==> src/rtl/mem_rd_arbiter.sv <==
// mem_rd_arbiter: round-robin arbiter sharing one memory read port between
// instruction fetch (F) and the load unit (L). One transaction in flight at a
// time, registered outputs, optional ack timeout that aborts with an error.
module mem_rd_arbiter #(
  parameter int unsigned TIMEOUT_CYCLES = 64
) (
  input  logic        clk,
  input  logic        reset_n,
  // fetch port
  input  logic [31:0] f_rd_addr,
  input  logic        f_rd_addr_valid,
  output logic [31:0] f_rd_data,
  output logic        f_rd_ack,
  output logic        f_rd_err,
  // load port
  input  logic [31:0] l_rd_addr,
  input  logic        l_rd_addr_valid,
  output logic [31:0] l_rd_data,
  output logic        l_rd_ack,
  output logic        l_rd_err,
  // memory port
  output logic [31:0] mem_rd_addr,
  output logic        mem_rd_addr_valid,
  input  logic [31:0] mem_rd_data,
  input  logic        mem_rd_ack,
  // status
  output logic        busy,
  output logic        grant_l
);

  // A zero timeout still needs a legal (1-bit) counter; it is simply never compared.
  localparam int unsigned CW = (TIMEOUT_CYCLES > 0) ? $clog2(TIMEOUT_CYCLES + 1) : 1;
  localparam logic [CW-1:0] TO_MAX = CW'(TIMEOUT_CYCLES);
  localparam bit TO_EN = (TIMEOUT_CYCLES != 0);

  typedef enum logic [1:0] {
    ST_IDLE = 2'd0,
    ST_WAIT = 2'd1,
    ST_RESP = 2'd2
  } state_t;

  state_t        state_q, state_d;
  logic          last_grant_q, last_grant_d;  // 1 = L served last
  logic          grant_l_q, grant_l_d;
  logic [31:0]   mem_addr_q, mem_addr_d;
  logic          mem_valid_q, mem_valid_d;
  logic [31:0]   f_data_q, f_data_d;
  logic [31:0]   l_data_q, l_data_d;
  logic          f_ack_q, f_ack_d;
  logic          l_ack_q, l_ack_d;
  logic          f_err_q, f_err_d;
  logic          l_err_q, l_err_d;
  logic          busy_q, busy_d;
  logic [CW-1:0] cnt_q, cnt_d;
  logic          pick_l;

  // L wins when it is the only requester, or on a tie when F was served last.
  assign pick_l = l_rd_addr_valid && (!f_rd_addr_valid || !last_grant_q);

  // Next-state and next-output computation for the IDLE -> WAIT -> RESP cycle.
  always_comb begin
    state_d      = state_q;
    last_grant_d = last_grant_q;
    grant_l_d    = grant_l_q;
    mem_addr_d   = mem_addr_q;
    mem_valid_d  = mem_valid_q;
    f_data_d     = f_data_q;
    l_data_d     = l_data_q;
    f_ack_d      = 1'b0;
    l_ack_d      = 1'b0;
    f_err_d      = 1'b0;
    l_err_d      = 1'b0;
    busy_d       = busy_q;
    cnt_d        = cnt_q;

    case (state_q)
      ST_IDLE: begin
        if (f_rd_addr_valid || l_rd_addr_valid) begin
          mem_addr_d   = pick_l ? l_rd_addr : f_rd_addr;
          mem_valid_d  = 1'b1;
          last_grant_d = pick_l;
          grant_l_d    = pick_l;
          cnt_d        = '0;
          busy_d       = 1'b1;
          state_d      = ST_WAIT;
        end
      end

      ST_WAIT: begin
        if (mem_rd_ack) begin
          // A real ack takes priority even in the cycle the timeout would fire.
          if (grant_l_q) begin
            l_data_d = mem_rd_data;
            l_ack_d  = 1'b1;
          end else begin
            f_data_d = mem_rd_data;
            f_ack_d  = 1'b1;
          end
          mem_valid_d = 1'b0;
          state_d     = ST_RESP;
        end else if (TO_EN && (cnt_q == TO_MAX)) begin
          // Abort: winner gets zero data flagged with an error.
          if (grant_l_q) begin
            l_data_d = 32'h0;
            l_ack_d  = 1'b1;
            l_err_d  = 1'b1;
          end else begin
            f_data_d = 32'h0;
            f_ack_d  = 1'b1;
            f_err_d  = 1'b1;
          end
          mem_valid_d = 1'b0;
          state_d     = ST_RESP;
        end else if (cnt_q != {CW{1'b1}}) begin
          cnt_d = cnt_q + 1'b1;
        end
      end

      ST_RESP: begin
        busy_d  = 1'b0;
        state_d = ST_IDLE;
      end

      default: begin
        mem_valid_d = 1'b0;
        busy_d      = 1'b0;
        state_d     = ST_IDLE;
      end
    endcase
  end

  // State and output registers; reset abandons any in-flight transaction.
  always_ff @(posedge clk or negedge reset_n) begin
    if (!reset_n) begin
      state_q      <= ST_IDLE;
      last_grant_q <= 1'b1;
      grant_l_q    <= 1'b0;
      mem_addr_q   <= 32'h0;
      mem_valid_q  <= 1'b0;
      f_data_q     <= 32'h0;
      l_data_q     <= 32'h0;
      f_ack_q      <= 1'b0;
      l_ack_q      <= 1'b0;
      f_err_q      <= 1'b0;
      l_err_q      <= 1'b0;
      busy_q       <= 1'b0;
      cnt_q        <= '0;
    end else begin
      state_q      <= state_d;
      last_grant_q <= last_grant_d;
      grant_l_q    <= grant_l_d;
      mem_addr_q   <= mem_addr_d;
      mem_valid_q  <= mem_valid_d;
      f_data_q     <= f_data_d;
      l_data_q     <= l_data_d;
      f_ack_q      <= f_ack_d;
      l_ack_q      <= l_ack_d;
      f_err_q      <= f_err_d;
      l_err_q      <= l_err_d;
      busy_q       <= busy_d;
      cnt_q        <= cnt_d;
    end
  end

  assign f_rd_data         = f_data_q;
  assign f_rd_ack          = f_ack_q;
  assign f_rd_err          = f_err_q;
  assign l_rd_data         = l_data_q;
  assign l_rd_ack          = l_ack_q;
  assign l_rd_err          = l_err_q;
  assign mem_rd_addr       = mem_addr_q;
  assign mem_rd_addr_valid = mem_valid_q;
  assign busy              = busy_q;
  assign grant_l           = grant_l_q;

endmodule

==> config.mk <==
export PLATFORM = sky130hd
export DESIGN_NAME = mem_rd_arbiter
export DESIGN_NICKNAME = d
export VERILOG_FILES = /design/src/rtl/mem_rd_arbiter.sv
export SDC_FILE = /design/constraint.sdc
export NUM_CORES = 1
export LEC_CHECK = 0
export BUFFER_PORTS_ARGS = -buffer_cell sky130_fd_sc_hd__buf_2
export CORE_ASPECT_RATIO = 1.4
export CORE_MARGIN = 4
export CORE_UTILIZATION = 45
export CTS_BUF_LIST = sky130_fd_sc_hd__clkbuf_8
export DETAILED_ROUTE_END_ITERATION = 12
export GPL_TIMING_DRIVEN = 0
export PLACE_DENSITY = 0.8
export REMOVE_ABC_BUFFERS = 1
export SETUP_SLACK_MARGIN = 0.3
export SYNTH_ARGS = -nofsm -noshare
export SYNTH_HDL_FRONTEND = slang
export SYNTH_SLANG_ARGS = --single-unit
==> constraint.sdc <==
create_clock -name clk -period 2.3 [get_ports clk]
set_input_delay 0.46 -clock clk [delete_from_list [all_inputs] [get_ports clk]]
set_output_delay 0.46 -clock clk [all_outputs]
set_load 0.01 [all_outputs]
Word-level counts from Yosys, hierarchy flattened
Cells that the tools add are included.
- register bits after elaboration: 113
- output and inout port bits: 103
- bits of input ports: 101
- word-level logic and storage cells: 76
- equal/unequal tests: 9
- reductions and logical operators: 15
- add/sub/neg operators: 1
- bitwise logic cells: 3
- mux-type cells: 35
- operators with widths (operator ; count):
    $mux W32 ; 9
    $mux W7 ; 4
    $mux W1 ; 15
    $pmux W7 S2 ; 1
    $reduce_and A3 Y1 ; 3
    $ne A2 B2 Y1 const B ; 4
    $add A7 B1 Y7 const B ; 1
    $eq A7 B7 Y1 const B ; 1
    $ne A7 B7 Y1 const B ; 1
    $mux W2 ; 3
    $reduce_and A2 Y1 ; 3
    $reduce_and A5 Y1 ; 1
    $pmux W2 S2 ; 1
    $reduce_bool A2 Y1 ; 2
    $ne A3 B3 Y1 const B ; 1
    $not A1 Y1 ; 3
    $pmux W1 S3 ; 1
    $eq A2 B1 Y1 const B ; 1
    $eq A2 B2 Y1 const B ; 1
    $logic_not A1 Y1 ; 2
    $logic_not A2 Y1 ; 1
    $logic_or A1 B1 Y1 ; 2
    $pmux W1 S2 ; 1
    $logic_and A1 B1 Y1 ; 1

Logic depth before layout (Yosys ltp)
Gate-level depths: netlist of run 1.
- depth in word-level cells: 5
- mapped depth: 8

Worst setup path before layout of run 1
No wires, ideal clock.
- path type: register -> register
- start: register cnt_q[0]
- end: register cnt_q[6]
- setup slack: 0.444 ns
- cell stages (with the launch flop): 7
- data arrival time: 1.730 ns
- clock period less this slack: 1.856 ns
- cells stage by stage: dfrtp_1 inv_1 ha_1 nand2_1 o21bai_4 a2111o_2 a221o_1
- longest elaborated chain between the ends: 5
- RTL lines (what ; RTL line ; text):
    from (decl) ; 54 ; logic [CW-1:0] cnt_q, cnt_d;
    from (signal assigned) ; 161 ; cnt_q <= cnt_d;
    $add A7 B1 Y7 ; 115 ; cnt_d = cnt_q + 1'b1;
    $mux W7 ; 114 ; end else if (cnt_q != {CW{1'b1}}) begin
    $mux W7 ; 101 ; end else if (TO_EN && (cnt_q == TO_MAX)) begin
    $mux W7 ; 90 ; if (mem_rd_ack) begin
    $pmux W7 S2 ; 76 ; case (state_q)
Parallel ways exist; a longest one is shown, timed or not. The select of a mux whose other input is x is not followed.
A chain may end at the register's enable or synchronous reset.

Final worst setup path of run 1
- start: register cnt_q[5]
- end: register f_data_q[17], in the netlist f_rd_data[17]
- longest elaborated chain between the ends: 3
- RTL lines (what ; RTL line ; text):
    $eq A7 B7 Y1 ; 101 ;
    $reduce_bool A2 Y1 (no line) ; - ;
    $reduce_and A3 Y1 (no line) ; - ;
    to (signal assigned) ; 154 ; f_data_q <= f_data_d;
    to (decl) ; 47 ; logic [31:0] f_data_q, f_data_d;
Every way passes these cells.

==> results.sh, run 1 <==
export IMPL_outcome="complete, no violations"
export IMPL_cts_hold_buf=0
export IMPL_cts_tree="yes"
export IMPL_skew_ns=0.00964
export IMPL_hold_ws_ns=0.121
export IMPL_worst_slew_pin_slew_ns=0.798
export IMPL_synthArstFlopShare_pct=100
export IMPL_met1_usage_pct=26.7
export IMPL_startpoint_type="register"
export IMPL_clkTransAtPathRegs_ns=0.07
export IMPL_hold_viol_final=0
export IMPL_max_stage_delay_ns=0.58
export IMPL_synth_avg_cell_area_um2=11.5
export IMPL_busiest_layer="met2"
export IMPL_synth_edf_count=0
export IMPL_cts_inserted_buffers=17
export IMPL_timing_slew_headroom_pct=46.8
export IMPL_grt_pass1_wl_um=21400
export IMPL_cp_end_kind="register"
export IMPL_grt_overflow_total=0
export IMPL_crit_fanout=17
export IMPL_drv_slew=0
export IMPL_grt_pass1_vias=4167
export IMPL_fp_row_count=44
export IMPL_synthTopCellsByArea="dfrtp_1, mux2i_1, a22o_1"
export IMPL_die_height_um=132
export IMPL_drtIter0Drc=183
export IMPL_path_delay_family="simple AND/OR/NAND/NOR gates"
export IMPL_powerDensity_mw_per_mm2=1380
export IMPL_antenna_left=0
export IMPL_synth_most_common_cell="dfrtp_1"
export IMPL_leakage_uw=0.00346
export IMPL_required_ns=2.60
export IMPL_drive_gt1_share_pct=46.0
export IMPL_syn2layout_area_growth_pct=35.6
export IMPL_clock_root_buffer="clkbuf_8"
export IMPL_drc=0
export IMPL_syn_cell_area_mm2=0.00492
export IMPL_met3_usage_pct=7.71
export IMPL_ys_flop_type="dfrtp_1"
export IMPL_drt_first_pass_iters=5
export IMPL_dieWidth_um=96.4
export IMPL_dp_hpwl_um=9100
export IMPL_port_buffers=203
export IMPL_fin_crit_sh_pct=84.8
export IMPL_grt_total_usage_pct=21.9
export IMPL_gp_congestion=0.773
export IMPL_seq_area_frac_synth_pct=57.4
export IMPL_synth_top_cells_by_count="dfrtp_1, nand2_1, inv_1"
export IMPL_min_period_ns=1.95
export IMPL_fin_nets=744
export IMPL_crit_path_top_delay_cell="or4_4"
export IMPL_post_drt_via_cell_ratio=5.20
export IMPL_core_area_mm2=0.0105
export IMPL_post_route_util_pct=63.5
export IMPL_vdd_drop_max_mv=0.765
export IMPL_fmax_mhz=512
export IMPL_hold_class="in2async"
export IMPL_ys_ff_latch=113
export IMPL_clock_path_buffers=2
export IMPL_synthCells=430
export IMPL_io_pins=204
export IMPL_globalRouteMet2Util_pct=35.8
export IMPL_final_setup_viol_count=0
export IMPL_crit_type="reg2reg"
export IMPL_dieArea_mm2=0.0127
export IMPL_vias=4120
export IMPL_grt_start_max_net_pins=63
export IMPL_finalPower_uw=9190
export IMPL_yosysUniqueCellTypes=40
export IMPL_rsz0062_at_grt="true"
export IMPL_clk_latency_ns=0.42
export IMPL_critPathBufInv=1
export IMPL_cp_cell_sequence="or4_4 > o21bai_4 > nand3b_4 > buf_12 > a22o_1"
export IMPL_wl_per_cell_um=16.8
export IMPL_yosys_warnings=0
export IMPL_worstPathArrival_ns=2.25
export IMPL_start_util_pct=46.8
export IMPL_cts_sinks=113
export IMPL_fin_area_mm2=0.00668
export IMPL_h_tree_depth=4
export IMPL_synth_largest_area_cell="dfrtp_1"
export IMPL_placed_area_mm2=0.00603
export IMPL_finalWirelength_um=13300
export IMPL_synth_top_cell_area_share_pct=56.9
export IMPL_antenna_found_initial=1
export IMPL_maxCapViolCount=0
export IMPL_antenna_cells=0
==> cells in the final DEF (no fill, tap or decap), drive strengths merged, types with 2 or more instances in the layout <==
master    count
buf         223
dfrtp       112
o21ai        69
nand2        41
inv          38
mux2i        33
a22o         32
nand4        32
clkbuf       17
clkinv        6
nor3          5
nor2          4
nand3         4
bufinv        4
nor3b         4
clkinvlp      3
and3          3
nand3b        2
o22a          2
a21o          2
a221o         2
mux2          2
ha            2
==> final timing paths <==
| path | start | endpoint | slack (ns) | depth (start not counted) |
|---|---|---|---|---|
| setup reg to reg | cnt_q[5] | f_rd_data[17] | 0.35 | 5 |
| min in group clk | mem_rd_data[10] | f_rd_data[10] | 0.26 | 2 |
| setup / recovery | cnt_q[5] | f_rd_data[17] | 0.35 | 5 |
| hold reg to reg | mem_rd_addr[16] | mem_rd_addr[16] | 0.48 | 2 |
| hold / removal | reset_n | f_rd_data[6] | 0.12 | 1 |
| max in group asynchronous | reset_n | f_rd_data[19] | 1.45 | 2 |
==> final cells by class <==
| class | count | area [um2] |
|---|---|---|
| Timing Repair Buffer | 223 | 1290 |
| Fill cell | 851 | 3840 |
| Sequential cell | 113 | 2830 |
| Inverter | 36 | 135 |
| Clock buffer | 17 | 234 |
| Multi-Input combinational cell | 250 | 1820 |
| Clock inverter | 15 | 195 |
| Tap cell | 138 | 173 |
==> worst register-to-register path: stages (launching register included) <==
cell and delay (ns):
dfrtp_1 0.41, or4_4 0.58, o21bai_4 0.29, nand3b_4 0.12
buf_12 0.19, a22o_1 0.25
==> cell families (layout without fill, tap and decap cells) <==
kind of cell,Yosys count,count (layout),share of synthesized area (%)
muxes,35,35,7.16
AOI/OAI and AO/OA,112,112,17.2
and+or+nand+nor,99,101,10.7
DFF,113,113,57.4
buffers and inverters,69,291,7.01
adders and majority gates,2,2,0.508
==> layer usage <==
layer,part of all wire [%],vias up
met5,0.14,-
met4,1.5,2
met3,10,23
met2,50,216
met1,38,1930
li1,-,1949
==> stage by stage <==
step                      instances  setup WS (ns)  setup TNS (ns)
after floorplan                 397          -1.07          -59.86
after global placement          738          -2.31         -200.29
after detailed placement        743         -0.617          -32.01
after CTS                       784          0.303               0
after global routing            792          0.290               0
final                           792          0.349               0
==> power breakdown <==
part	total, uW	leakage (uW)	internal, uW	switching, uW
Combinational	3660	0.00185	1670	1990
Clock	2010	0.000214	1170	834
Sequential	3530	0.00140	2890	632
Total	9190	0.00346	5740	3450
==> state kept, by name, indices dropped and copies added, names as in the netlist, 2 cells and up <==
register	count
cnt_q	7
f_rd_data	32
l_rd_data	32
mem_rd_addr	32
state_q	2
==> repair_timing <==
action | 4_1_cts | 5_1_grt
setup buffers | 7 | 8
gates cloned | 2 | 0
gates resized for setup | 7 | 2
endpoints found under the setup margin | 73 | 52
pin swaps | 1 | 1
Note: power is estimated with default switching activity, not from simulation.
==> run 2, diff against run 1 <==
==> constraint.sdc (replaced) <==
create_clock -name clk -period 2.05 [get_ports clk]
set_input_delay 0.41 -clock clk [delete_from_list [all_inputs] [get_ports clk]]
set_output_delay 0.41 -clock clk [all_outputs]
set_load 0.01 [all_outputs]
==> results.sh, run 2 (synthesized netlist as in run 1, its figures left out) <==
export IMPL_outcome="complete, no violations"
export IMPL_leakage_uw=0.00358
export IMPL_cts_hold_buf=0
export IMPL_crit_path_top_delay_cell="or4_4"
export IMPL_clock_path_buffers=2
export IMPL_drive_gt1_share_pct=49.0
export IMPL_die_height_um=132
export IMPL_rsz0062_at_grt="true"
export IMPL_startpoint_type="register"
export IMPL_syn2layout_area_growth_pct=41.2
export IMPL_fmax_mhz=514
export IMPL_antenna_found_initial=1
export IMPL_dp_hpwl_um=9100
export IMPL_tns_ns=0
export IMPL_preCtsSetupSlack_ns=-0.867
export IMPL_port_buffers=203
export IMPL_clock_root_buffer="clkbuf_8"
export IMPL_wl_met1_um=5420
export IMPL_io_pins=204
export IMPL_drtIter0Drc=162
export IMPL_worstPathArrival_ns=2.26
export IMPL_final_setup_viol_count=0
export IMPL_cp_end_kind="register"
export IMPL_skew_ns=0.00803
export IMPL_final_common_cell="buf_2"
export IMPL_vdd_drop_max_mv=0.851
export IMPL_grt_overflow_total=0
export IMPL_setup_ws_ns=0.106
export IMPL_drv_slew=0
export IMPL_dieArea_mm2=0.0127
export IMPL_cp_cell_sequence="or4_4 > buf_4 > buf_6 > o21ai_4 > buf_4 > nor3_1 > a21o_1"
export IMPL_critPathBufInv=3
export IMPL_start_util_pct=46.8
export IMPL_path_common_cell="buf_4"
export IMPL_vias=4217
export IMPL_min_period_ns=1.94
export IMPL_fp_row_count=44
export IMPL_grt_pass1_wl_um=22100
export IMPL_grt_total_usage_pct=22.8
export IMPL_maxCapViolCount=0
export IMPL_timing_slew_headroom_pct=43.8
export IMPL_required_ns=2.37
export IMPL_hold_class="in2async"
export IMPL_drt_first_pass_iters=4
export IMPL_wl_met3_um=1490
export IMPL_wl_per_cell_um=17.8
export IMPL_crit_type="reg2reg"
export IMPL_antenna_cells=0
export IMPL_post_route_util_pct=66.1
export IMPL_dieWidth_um=96.4
export IMPL_gp_congestion=0.773
export IMPL_post_drt_via_cell_ratio=5.23
export IMPL_fin_crit_sh_pct=94.9
export IMPL_crit_fanout=7
export IMPL_core_area_mm2=0.0105
export IMPL_h_tree_depth=4
export IMPL_max_stage_delay_ns=0.56
export IMPL_highest_layer="met5"
export IMPL_final_cell_mix="buf_2, dfrtp_1, nand2_1, inv_1, mux2i_1"
export IMPL_hold_viol_final=0
export IMPL_cts_sinks=113
export IMPL_worst_slew_pin_slew_ns=0.843
export IMPL_cts_inserted_buffers=17
export IMPL_finalWirelength_um=14300
export IMPL_grt_start_max_net_pins=63
export IMPL_grt_pass1_vias=4299
export IMPL_powerDensity_mw_per_mm2=1540
export IMPL_fin_nets=758
export IMPL_clk_latency_ns=0.43
export IMPL_antenna_left=0
export IMPL_n_fill_cell=816
export IMPL_met2_length_um=7190
export IMPL_cts_tree="yes"
export IMPL_drc=0
export IMPL_clkTransAtPathRegs_ns=0.07
export IMPL_path_delay_family="simple AND/OR/NAND/NOR gates"
[run 2: worst paths after layout]
check                                  end  depth (start not counted)  slack [ns]       startpoint
setup / recovery                  cnt_q[0]                          7        0.11         cnt_q[3]
hold / removal               l_rd_data[29]                          1        0.06          reset_n
setup reg to reg                  cnt_q[0]                          7        0.11         cnt_q[3]
hold reg to reg            mem_rd_addr[21]                          2        0.48  mem_rd_addr[21]
max in group asynchronous    f_rd_data[19]                          2        1.26          reset_n
min in group clk             f_rd_data[10]                          2        0.21  mem_rd_data[10]
[run 2: area by class of cell]
class / instances / area (um2) / share of cell area [%]
Sequential cell: 113 / 2830 / 40.8
Clock inverter: 15 / 195 / 2.81
Timing Repair Buffer: 236 / 1480 / 21.3
Inverter: 36 / 135 / 1.94
Tap cell: 138 / 173 / 2.48
Multi-Input combinational cell: 251 / 1900 / 27.4
Clock buffer: 17 / 234 / 3.36
[run 2: what timing repair did]
action / CTS / global route
gates cloned: 3 / 3
endpoints found under the setup margin: 75 / 74
endpoints found under the hold margin: 0 / 0
resized for setup: 14 / 19
buffers inserted: 19 / 6
pin swaps: 10 / 18
[run 2: routing by layer]
metal,vias up,GRT usage (%)
li1,1983,-
met1,1971,27.0
met2,234,37.8
met3,27,7.94
met4,2,7.88
met5,-,0
[run 2: metrics by stage]
stage | hold slack, ns | instances | area [um2] | power, uW
final | 0.0623 | 806 | 6950 | 10700
after global routing | 0.108 | 806 | 6950 | 11400
after CTS | 0.0841 | 797 | 6780 | 10600
after detailed placement | 0.470 | 743 | 6030 | 7890
after global placement | 0.463 | 738 | 5900 | 7670
after floorplan | 0.114 | 397 | 4710 | 6100
[run 2: power breakdown]
group / internal [uW] / total (uW) / switching, uW
clock network: 1320 / 2250 / 935
registers: 3250 / 3920 / 670
logic: 2090 / 4520 / 2430
